### src/rtl/polar_sched_pkg.sv
// Shared types and constants for the polar (magnitude/phase) scheduler around a shared CORDIC.
package polar_pkg;

  typedef enum logic [1:0] {
    ST_IDLE  = 2'd0,
    ST_RUN   = 2'd1,
    ST_DRAIN = 2'd2
  } state_t;

  // 22 CORDIC iterations plus pre-rotation stage and output register
  localparam int unsigned LAT_DEF = 24;

  localparam int unsigned NCH_DEF = 4;
  localparam int unsigned IW_DEF  = 16;
  localparam int unsigned OW_DEF  = 16;
  localparam int unsigned PW_DEF  = 25;

  // Channel index width, never narrower than one bit
  function automatic int unsigned ch_w(input int unsigned n);
    return (n > 1) ? $clog2(n) : 1;
  endfunction

endpackage

### src/rtl/polar_sched_if.sv
// Sample request/grant bus and result strobe bus of polar_sched.
interface polar_sched_if
  import polar_pkg::*;
#(
  parameter int unsigned NCH = NCH_DEF,
  parameter int unsigned IW  = IW_DEF,
  parameter int unsigned OW  = OW_DEF,
  parameter int unsigned PW  = PW_DEF
) ();
  localparam int unsigned CW = ch_w(NCH);

  logic [NCH-1:0]    s_valid;
  logic [NCH-1:0]    s_ready;
  logic [NCH*IW-1:0] s_x;
  logic [NCH*IW-1:0] s_y;

  logic [NCH-1:0]    m_valid;
  logic [CW-1:0]     m_ch;
  logic [OW-1:0]     m_mag;
  logic [PW-1:0]     m_phase;

  modport master (
    output s_valid, s_x, s_y,
    input  s_ready, m_valid, m_ch, m_mag, m_phase
  );

  modport slave (
    input  s_valid, s_x, s_y,
    output s_ready, m_valid, m_ch, m_mag, m_phase
  );
endinterface

### src/rtl/polar_sched_arb.sv
// Round-robin arbiter: searches from last grant + 1, returns one-hot grant and updated pointer.
module rr_arbiter
  import polar_pkg::*;
#(
  parameter int unsigned N  = NCH_DEF,
  parameter int unsigned CW = ch_w(N)
) (
  input  logic [N-1:0]  req,
  input  logic [CW-1:0] last,
  output logic [N-1:0]  grant,
  output logic [CW-1:0] ptr_nxt
);

  logic [CW-1:0] idx;
  logic          found;

  always_comb begin
    grant   = '0;
    ptr_nxt = last;
    found   = 1'b0;
    idx     = '0;
    for (int unsigned i = 0; i < N; i++) begin
      idx = CW'((32'(last) + i + 32'd1) % N);
      if (!found && req[idx]) begin
        found      = 1'b1;
        grant[idx] = 1'b1;
        ptr_nxt    = idx;
      end
    end
  end

endmodule

### src/rtl/polar_sched.sv
// Time-multiplexes NCH I/Q streams onto one pipelined CORDIC and tags results back to channels.
// Optional POLAR_SCHED_STATS_EN adds o_cnt, per-channel retired-result counters.
module polar_sched
  import polar_pkg::*;
#(
  parameter int unsigned NCH = NCH_DEF,
  parameter int unsigned IW  = IW_DEF,
  parameter int unsigned OW  = OW_DEF,
  parameter int unsigned PW  = PW_DEF,
  parameter int unsigned LAT = LAT_DEF
) (
  input  logic                 clk,
  input  logic                 rst,
  input  logic                 i_en,
  polar_sched_if.slave         bus,
  output logic                 c_ce,
  output logic signed [IW-1:0] c_x,
  output logic signed [IW-1:0] c_y,
  output logic                 c_aux,
  input  logic [OW-1:0]        c_mag,
  input  logic [PW-1:0]        c_phase,
  input  logic                 c_aux_o,
  output logic                 o_idle,
  output logic                 o_err
`ifdef POLAR_SCHED_STATS_EN
  ,
  output logic [NCH*32-1:0]    o_cnt
`endif
);

  localparam int unsigned CW = ch_w(NCH);
  localparam int unsigned FW = $clog2(LAT + 1);

  state_t         state, state_nxt;
  logic [CW-1:0]  ptr, ptr_nxt;
  logic [NCH-1:0] req, grant;
  logic           issue, retire;
  logic [CW-1:0]  issue_ch, ret_ch;
  logic [FW-1:0]  cnt, cnt_nxt;
  logic [CW:0]    tag [LAT];

  // Next state and request gating; grants only while running and out of reset
  always_comb begin
    state_nxt = state;
    req       = '0;
    unique case (state)
      ST_IDLE:  if (i_en) state_nxt = ST_RUN;
      ST_RUN: begin
        if (!rst) req = bus.s_valid;
        if (!i_en) state_nxt = ST_DRAIN;
      end
      ST_DRAIN: begin
        if (i_en)                state_nxt = ST_RUN;
        else if (cnt_nxt == '0)  state_nxt = ST_IDLE;
      end
      default:  state_nxt = ST_IDLE;
    endcase
  end

  always_ff @(posedge clk) begin
    if (rst) begin
      state  <= ST_IDLE;
      o_idle <= 1'b1;
    end else begin
      state  <= state_nxt;
      o_idle <= (state_nxt == ST_IDLE);
    end
  end

  rr_arbiter #(.N(NCH), .CW(CW)) u_arb (
    .req     (req),
    .last    (ptr),
    .grant   (grant),
    .ptr_nxt (ptr_nxt)
  );

  assign issue       = |grant;
  assign issue_ch    = ptr_nxt;
  assign bus.s_ready = grant;
  assign c_ce        = ~rst;
  assign c_aux       = issue;

  always_comb begin
    c_x = '0;
    c_y = '0;
    if (issue) begin
      c_x = bus.s_x[issue_ch*IW +: IW];
      c_y = bus.s_y[issue_ch*IW +: IW];
    end
  end

  // Tag line mirrors the CORDIC pipeline; its tail is the retiring entry
  assign retire = tag[LAT-1][CW];
  assign ret_ch = tag[LAT-1][CW-1:0];

  assign bus.m_valid = (retire && !rst) ? (NCH'(1) << ret_ch) : '0;
  assign bus.m_ch    = ret_ch;
  assign bus.m_mag   = c_mag;
  assign bus.m_phase = c_phase;

  always_comb begin
    unique case ({issue, retire})
      2'b10:   cnt_nxt = cnt + FW'(1);
      2'b01:   cnt_nxt = cnt - FW'(1);
      default: cnt_nxt = cnt;
    endcase
  end

  always_ff @(posedge clk) begin
    if (rst) begin
      ptr   <= CW'(NCH - 1);
      cnt   <= '0;
      o_err <= 1'b0;
      for (int unsigned i = 0; i < LAT; i++) tag[i] <= '0;
    end else begin
      cnt    <= cnt_nxt;
      tag[0] <= {issue, issue_ch};
      for (int unsigned i = 1; i < LAT; i++) tag[i] <= tag[i-1];
      if (issue) ptr <= ptr_nxt;
      // A valid tag must meet a valid CORDIC result
      if (retire && !c_aux_o) o_err <= 1'b1;
    end
  end

`ifdef POLAR_SCHED_STATS_EN
  logic [31:0] cnt_ch [NCH];

  always_ff @(posedge clk) begin
    if (rst) begin
      for (int unsigned i = 0; i < NCH; i++) cnt_ch[i] <= '0;
    end else if (retire) begin
      cnt_ch[ret_ch] <= cnt_ch[ret_ch] + 32'd1;
    end
  end

  for (genvar g = 0; g < NCH; g++) begin : g_cnt
    assign o_cnt[g*32 +: 32] = cnt_ch[g];
  end
`endif

endmodule

### src/flat_wrapper.sv
// flat-port wrapper written by rule: the top's interface ports become plain ports
module polar_sched_flat import polar_pkg::*;
#(
  parameter int unsigned NCH = NCH_DEF,
  parameter int unsigned IW  = IW_DEF,
  parameter int unsigned OW  = OW_DEF,
  parameter int unsigned PW  = PW_DEF,
  parameter int unsigned LAT = LAT_DEF
)
  (clk, rst, i_en, c_ce, c_x, c_y, c_aux, c_mag, c_phase, c_aux_o, o_idle, o_err, bus_s_valid, bus_s_x, bus_s_y, bus_s_ready, bus_m_valid, bus_m_ch, bus_m_mag, bus_m_phase);
  polar_sched_if #(.NCH(NCH), .IW(IW), .OW(OW), .PW(PW)) bus_i ();
  input  logic clk;
  input  logic rst;
  input  logic i_en;
  output logic c_ce;
  output logic signed [IW-1:0] c_x;
  output logic signed [IW-1:0] c_y;
  output logic c_aux;
  input  logic [OW-1:0] c_mag;
  input  logic [PW-1:0] c_phase;
  input  logic c_aux_o;
  output logic o_idle;
  output logic o_err;
  input wire logic [$bits(bus_i.s_valid)-1:0] bus_s_valid;
  input wire logic [$bits(bus_i.s_x)-1:0] bus_s_x;
  input wire logic [$bits(bus_i.s_y)-1:0] bus_s_y;
  output wire logic [$bits(bus_i.s_ready)-1:0] bus_s_ready;
  output wire logic [$bits(bus_i.m_valid)-1:0] bus_m_valid;
  output wire logic [$bits(bus_i.m_ch)-1:0] bus_m_ch;
  output wire logic [$bits(bus_i.m_mag)-1:0] bus_m_mag;
  output wire logic [$bits(bus_i.m_phase)-1:0] bus_m_phase;
  assign bus_i.s_valid = bus_s_valid;
  assign bus_i.s_x = bus_s_x;
  assign bus_i.s_y = bus_s_y;
  assign bus_s_ready = bus_i.s_ready;
  assign bus_m_valid = bus_i.m_valid;
  assign bus_m_ch = bus_i.m_ch;
  assign bus_m_mag = bus_i.m_mag;
  assign bus_m_phase = bus_i.m_phase;
  polar_sched #(.NCH(NCH), .IW(IW), .OW(OW), .PW(PW), .LAT(LAT)) u_core (.clk(clk), .rst(rst), .i_en(i_en), .bus(bus_i), .c_ce(c_ce), .c_x(c_x), .c_y(c_y), .c_aux(c_aux), .c_mag(c_mag), .c_phase(c_phase), .c_aux_o(c_aux_o), .o_idle(o_idle), .o_err(o_err));
endmodule
### config.mk
export PLATFORM = sky130hd
export DESIGN_NAME = polar_sched_flat
export DESIGN_NICKNAME = d
export VERILOG_FILES = /design/src/rtl/polar_sched_pkg.sv /design/src/rtl/polar_sched_if.sv /design/src/rtl/polar_sched_arb.sv /design/src/rtl/polar_sched.sv /design/src/flat_wrapper.sv
export SDC_FILE = /design/constraint.sdc
export NUM_CORES = 1
export LEC_CHECK = 0
export ABC_AREA = 1
export BUFFER_PORTS_ARGS = -buffer_cell sky130_fd_sc_hd__buf_2
export CELL_PAD_IN_SITES_DETAIL_PLACEMENT = 0
export CELL_PAD_IN_SITES_GLOBAL_PLACEMENT = 1
export CORE_MARGIN = 2
export CORE_UTILIZATION = 34
export CTS_CLUSTER_DIAMETER = 30
export DETAILED_ROUTE_END_ITERATION = 8
export PLACE_DENSITY = 0.95
export SETUP_SLACK_MARGIN = 0.4
export SYNTH_ARGS = -nofsm -noshare
export SYNTH_HDL_FRONTEND = slang
export SYNTH_SLANG_ARGS = --single-unit
### constraint.sdc
create_clock -name clk -period 9.4 [get_ports clk]
set_clock_uncertainty 0.2 [all_clocks]
set_input_delay 1.88 -clock clk [delete_from_list [all_inputs] [get_ports clk]]
set_output_delay 1.88 -clock clk [all_outputs]
set_load 0.01 [all_outputs]
After elaboration in Yosys (flattened, before gate mapping)
Memory sizes are Yosys's and may differ from the RTL's.
Index checks and enable logic that the tools add are counted.
{"block": "totals", "ff_bits": 11, "latchBits": 0, "mem_bits_rw": 72, "mem_bits_ro": 0, "input_bits": 177, "out_inout_bits": 87, "elab_cells": 140, "mem_count": 1}
{"memory": "u_core.tag", "depth": 24, "word_bits": 3, "read_ports": 24, "rd_ports_with_merged_regs": 0, "write_ports": 24, "line_no": "polar_sched.sv:40", "text": "logic [CW:0] tag [LAT];"}
{"block": "classes", "n_addsub": 8, "multipliers": 0, "div": 0, "n_lt_le_gt_ge": 8, "n_eq_ne": 4, "n_shift": 3, "muxes": 65, "n_bitwise": 28, "reduce_logical": 18}
{"cell": "64-bit by 7-bit variable part select with 16-bit output", "count": 2}
{"cell": "3-bit two-way mux", "count": 24}
{"cell": "16-bit two-way mux", "count": 2}
{"cell": "4-bit two-way mux", "count": 7}
{"cell": "1-bit bitwise OR", "count": 24}
{"cell": "2-bit two-way mux", "count": 8}
{"cell": "1-bit two-way mux", "count": 14}
{"cell": "2-bit by 3-bit < comparator with 1-bit output, second input constant", "count": 4}
{"cell": "4-bit bitwise OR", "count": 3}
{"cell": "5-bit one-hot mux with 2 select lines", "count": 1}
{"cell": "1-bit logical AND", "count": 9}
{"cell": "2-bit by 1-bit adder with 2-bit output, second input constant", "count": 4}
{"cell": "1-bit binary-select mux with 2-bit select", "count": 4}
{"cell": "1-bit demux with 2-bit select", "count": 4}
{"cell": "2-bit by 1-bit greater-or-equal comparator with 1-bit output, second input constant", "count": 4}
{"cell": "2-bit one-hot mux with 3 select lines", "count": 1}
{"cell": "5-bit by 1-bit adder with 5-bit output, second input constant", "count": 1}
{"cell": "1-bit zero test", "count": 5}
{"cell": "5-bit zero test", "count": 1}
{"cell": "5-bit by 1-bit subtractor with 5-bit output, second input constant", "count": 1}
{"cell": "2-bit adder, second input constant", "count": 2}
{"cell": "2-bit by 1-bit equality test with 1-bit output, second input constant", "count": 2}
{"cell": "2-bit equality test, second input constant", "count": 2}
{"cell": "2-bit zero test", "count": 2}
{"cell": "3 further kinds", "count": 3}

Logic depth before layout (Yosys ltp)
{"block": "logic_depth", "ltp_word": 22, "depth_mapped": 29}

Hierarchy
From an unflattened synthesis, not the netlist that was laid out.
{"block": "hier_totals", "cells_unflattened": 654, "area_unflattened_um2": 4600.7}
{"module": "polar_sched", "n_inst": 1, "cells_per_inst": 573, "area_per_inst_um2": 4050.1, "seq_area_each_um2": 1661.6}
{"module": "rr_arbiter", "n_inst": 1, "cells_per_inst": 81, "area_per_inst_um2": 550.5, "seq_area_each_um2": 0.0}

Worst setup path after synthesis
No wires, ideal clock.
{"block": "synth_timing", "kind": "input port to output port", "from": "input rst", "to": "output c_x[10]", "arrival_ns": 3.426, "required_ns": 7.320, "path_slack_ns": 3.894, "stages": 15, "cell_sequence": "buf_6 > nor2_2 > nand3_1 > nand2_2 > nand2_2 > nand2_4 > nor2_4 > buf_6 > nand3_1 > nand3_1 > nor2_4 > nand2_4 > buf_6 > nand2_1 > inv_1"}
{"block": "synth_between", "elab_chain_len": 16}
{"element": "from (decl)", "line_no": "flat_wrapper.sv:13", "text": "input logic rst;"}
{"element": "4-bit two-way mux (*)", "line_no": "polar_sched.sv:49", "text": "if (!rst) req = bus.s_valid;"}
{"element": "4-bit two-way mux (*)", "line_no": "polar_sched.sv:46", "text": "unique case (state)"}
{"element": "1-bit binary-select mux with 2-bit select", "line_no": "polar_sched_arb.sv:24", "text": "if (!found && req[idx]) begin"}
{"element": "1-bit two-way mux (implied by the code)", "line_no": "polar_sched_arb.sv:24"}
{"element": "1-bit two-way mux", "line_no": "polar_sched_arb.sv:24"}
{"element": "1-bit zero test", "line_no": "polar_sched_arb.sv:24"}
{"element": "1-bit logical AND", "line_no": "polar_sched_arb.sv:24"}
{"element": "1-bit two-way mux", "line_no": "polar_sched_arb.sv:24"}
{"element": "[... 2 more ...]"}
{"element": "1-bit two-way mux", "line_no": "polar_sched_arb.sv:24"}
{"element": "1-bit zero test", "line_no": "polar_sched_arb.sv:24"}
{"element": "1-bit logical AND", "line_no": "polar_sched_arb.sv:24"}
{"element": "4-bit two-way mux (*)", "line_no": "polar_sched_arb.sv:24"}
{"element": "via bus_s_ready[0]", "line_no": "flat_wrapper.sv:27", "text": "output wire logic [$bits(bus_i.s_ready)-1:0] bus_s_ready;"}
{"element": "4-bit OR reduction (*)", "line_no": "polar_sched.sv:77", "text": "assign issue = |grant;"}
{"element": "via c_aux", "line_no": "flat_wrapper.sv:18", "text": "output logic c_aux;"}
{"element": "16-bit two-way mux (*)", "line_no": "polar_sched.sv:86", "text": "if (issue) begin"}
{"element": "to (decl)", "line_no": "flat_wrapper.sv:16", "text": "output logic signed [IW-1:0] c_x;"}
The timed path passes the listed nets; every way through them passes the cells marked *. The select of a mux whose other input is x is not followed.

Final worst setup path
{"block": "layout_timing", "from": "input rst", "to": "output c_x[3]"}
{"block": "layout_between", "elab_chain_len": 16}
{"element": "4-bit two-way mux (*)", "line_no": "polar_sched.sv:49"}
{"element": "4-bit two-way mux (*)", "line_no": "polar_sched.sv:46"}
{"element": "1-bit binary-select mux with 2-bit select", "line_no": "polar_sched_arb.sv:24"}
{"element": "1-bit two-way mux (implied by the code)", "line_no": "polar_sched_arb.sv:24"}
{"element": "1-bit two-way mux", "line_no": "polar_sched_arb.sv:24"}
{"element": "1-bit zero test", "line_no": "polar_sched_arb.sv:24"}
{"element": "1-bit logical AND", "line_no": "polar_sched_arb.sv:24"}
{"element": "1-bit two-way mux", "line_no": "polar_sched_arb.sv:24"}
{"element": "1-bit zero test", "line_no": "polar_sched_arb.sv:24"}
{"element": "1-bit logical AND", "line_no": "polar_sched_arb.sv:24"}
{"element": "1-bit two-way mux", "line_no": "polar_sched_arb.sv:24"}
{"element": "1-bit zero test", "line_no": "polar_sched_arb.sv:24"}
{"element": "1-bit logical AND", "line_no": "polar_sched_arb.sv:24"}
{"element": "2-bit two-way mux / 4-bit two-way mux (equally long branches)", "line_no": "polar_sched_arb.sv:24"}
{"element": "64-bit by 7-bit variable part select with 16-bit output / 4-bit OR reduction (equally long branches)", "line_no": "polar_sched.sv:87, polar_sched.sv:77"}
{"element": "16-bit two-way mux (*)", "line_no": "polar_sched.sv:86"}
Mark *: on every way between the ends. The rest lies on a longest branch, timed or not. The select of a mux whose other input is x is not followed.

==> summary.md <==
| Metric | Value |
|---|---|
| Hold depth | `2` |
| Tmin final | `7.19 ns` |
| Worst EP required | `7.32 ns` |
| Clk_lat worst skew | `0.33 ns` |
| First-pass GRT wire length | `20000 microns` |
| Synth Instances | `824` |
| Layout overhead on the synthesized area | `17.9%` |
| Die H | `131 microns` |
| Crit path capture type | `output port` |
| Hold path startpoint | `u_core.tag[0][28]` |
| Area post-placement | `6080 sq um` |
| CP Buf/Inv Count | `4` |
| Hold_buf cts | `0` |
| Syn nets | `1014` |
| Synth Flop Type | `dfxtp_1` |
| Slowest stage delay, CP | `0.85 ns` |
| Hold Path Class | `flip-flop to flip-flop` |
| CTS max path bufs | `2` |
| Reg-to-Reg Start | `u_core.ptr[0]` |
| Async SR Flop Fraction | `0%` |
| Total global routing overflow | `0` |
| F_max | `139 MHz` |
| Fillers | `1700` |
| Io pins | `264` |
| Yosys warnings | `0` |
| Routability cong. | `0.818` |
| Detailed placement HPWL | `9290 microns` |
| Worst vdd ir | `0.000177 V` |
| Setup ws final | `2.21 ns` |
| Std-Cell Rows | `46` |
| R2r setup slk | `4.72 ns` |
| Post-CTS setup buffers | `0` |
| Synth area leader | `dfxtp_1` |
| Initial Utilization | `34.6%` |
| Crit path max fanout | `66` |
| CTS H-tree lvls | `3` |
| Synthesized area per cell | `6.61 sq um` |
| Setup TNS | `0 ns` |
| RSZ-0062 raised after global routing | `false` |
| Final-report hold violation count | `0` |
| Largest cells by area after synthesis | `dfxtp_1, inv_1, nand2_1` |
| Worst reg-to-reg path cell count | `25` |
| PD cells | `302 nW/um^2` |
| Pin count of the biggest net entering global routing | `79` |
| CP arrival | `5.11 ns` |
| Distinct cells, synth | `26` |
| Post-route ant nets | `0` |
| Root Driver | `clkbuf_16` |
| CP cell instances | `buf_2 > nor2_2 > nand3_1 > nand2_2 > nand2_2 > nand2_4 > nor2_4 > nand2_2 > nand2_2 > buf_4 > nand2_2 > nand2_1 > nand3_2 > nand2_1 > nand2_1 > inv_1 > buf_2` |
| Share of cells above drive strength 1 | `26.2%` |
| Initial antenna violation count | `0` |
| DRC | `0` |
| Fin crit share | `76.5%` |
| Post-placement setup slack | `2.19 ns` |
| Post-synthesis register bit count | `83` |
| Post-synthesis sequential area ratio | `30.5%` |
| Vias in the first global route | `4405` |
| Slew Limit Fails | `0` |
| Drt initial violations | `199` |
| Clock transition at the registers of the reported paths | `0.05 ns` |
| Synth cell count leaders | `inv_1, nand2_1, dfxtp_1` |
| Final nets | `1126` |
| R2R Path End | `u_core.o_idle` |
| Vias/cell | `4.29` |
| Worst setup SP type | `input port` |
| Final setup fails | `0` |
| TritonCTS clock tree | `built` |
| Final instance area | `6420 sq um` |
| Max Cap Viol | `0` |
| WL final | `12600 microns` |
| Multi-input gate area | `2490 sq um` |
| Area share of the largest cell type after synthesis | `30.5%` |
| Gr usage total | `14.6%` |
| Cts repair resizes | `0` |
| CTS buffer count | `9` |
| Post-synth EDFFs | `0` |
| Vias | `4963` |
| Critical path's top delay family | `simple AND/OR/NAND/NOR gates` |
| CORE AREA | `15800 sq um` |
| Max_slew headroom | `20.8%` |
| Antenna Diode Count | `0` |
| Register Area | `1660 sq um` |
| Slew @ Worst Pin | `1.18 ns` |
| Most common cell on crit path | `nand2_2` |
| Top-count cell post-synth | `inv_1` |
| Wire length per cell | `10.9 microns` |
| Hold Path Sink | `u_core.tag[0][31]` |
| Chip width | `131 microns` |
| CP max stage cell | `nand2_2` |
| Die area | `17100 sq um` |
| Number of port buffers | `181` |
| Sink Count | `83` |
| Drt pass-1 iters | `4` |
| Synth Cell Area | `5450 sq um` |
| Status | `completed` |
| Crit Path Class | `input port to output port` |
| Static Leak | `3.62 nW` |
-- final cells by class --
| type | count | area share (%) |
|---|---|---|
| clock buffers | 11 | 3.78 |
| clock inverters | 5 | 1.56 |
| inverters | 193 | 11.3 |
| multi-input cells | 464 | 38.8 |
| flip-flops and latches | 83 | 25.9 |
| well taps | 216 | 4.21 |
| repair buffers | 185 | 14.6 |
-- registers in the layout, indices dropped and copies added (netlist names) --
name / cells
u_core.cnt: 5
u_core.o_err: 1
u_core.o_idle: 1
u_core.ptr: 2
u_core.state: 2
u_core.tag: 72
-- per-layer routing --
| layer | wire [microns] | vias to the layer above | global-route usage (%) |
|---|---|---|---|
| met5 | 0 | - | 0 |
| met4 | 125 | 0 | 3.75 |
| met3 | 938 | 15 | 4.44 |
| met2 | 6200 | 168 | 25.6 |
| met1 | 5330 | 2161 | 17.4 |
| li1 | - | 2619 | - |
-- cell usage in the layout, fill, tap and decap left out, types with 2 or more instances in the layout --
cell type and count:
inv_2 2, clkbuf_16 9, nand3_2 23, nor2_4 4, xor2_1 3, bufinv_16 3
nand2_1 164, nor2_1 80, nor2_2 4, nor3_1 4, ha_1 12, buf_2 181
nand3b_1 65, a21oi_1 4, nand2_4 3, nand2_2 10, o21ai_0 5, buf_4 4
clkinv_2 2, inv_1 191, nand3_1 78, dfxtp_1 83
-- power breakdown --
part / leakage, nW / switching (W) / internal [W]
sequential: 0.672 / 0.0000202 / 0.000376
combinational: 2.78 / 0.000755 / 0.000397
clock: 0.169 / 0.000127 / 0.000266
total: 3.62 / 0.000902 / 0.00104
-- worst max path at each step --
stage / endpoint / start / slack [ns] / depth (start not counted)
floorplan: c_x[10] / rst / 3.89 / 15
global placement: c_x[12] / rst / 2.21 / 17
detailed placement: c_x[12] / rst / 2.19 / 17
CTS: c_x[12] / rst / 2.18 / 17
global route: c_x[3] / rst / 1.83 / 17
finish: c_x[3] / rst / 2.21 / 17
-- stage by stage --
stage          utilization, %  total power [W]  hold WS [ns]  instances
3_3_place_gp             38.6          0.00156         0.189       1141
2_1_floorplan               -          0.00131         0.188        824
4_1_cts                  40.7          0.00197         0.199       1157
5_1_grt                  40.7          0.00212         0.205       1157
6_report                 40.7          0.00194         0.197       1157
3_5_place_dp             38.6          0.00157         0.192       1141
-- cells by family after synthesis --
kind of cell / synth area share [%]
simple gates: 40.5
buf+inv: 24.0
flops: 30.5
fa+ha+maj: 3.12
compound gates: 1.40
xor+xnor: 0.482
-- worst register-to-register path: stages, from the launching register on --
cell and delay (ns):
dfxtp_1 0.64, inv_2 0.20, ha_1 0.44, inv_1 0.14, nand2_1 0.07, nand2_2 0.17
nor2_1 0.12, nand3_1 0.09, nand3b_1 0.14, nor2_4 0.18, nand2_4 0.28, inv_1 0.19
ha_1 0.27, inv_1 0.09, fa_1 0.41, inv_1 0.07, nand2_1 0.05, a21oi_1 0.15
nor2_1 0.05, nand2_1 0.06, nand3_1 0.08, xor2_1 0.18, nand3_1 0.09, nand2_1 0.08
nand2_1 0.05, a21oi_1 0.10
Note: power is estimated with default switching activity, not from simulation.
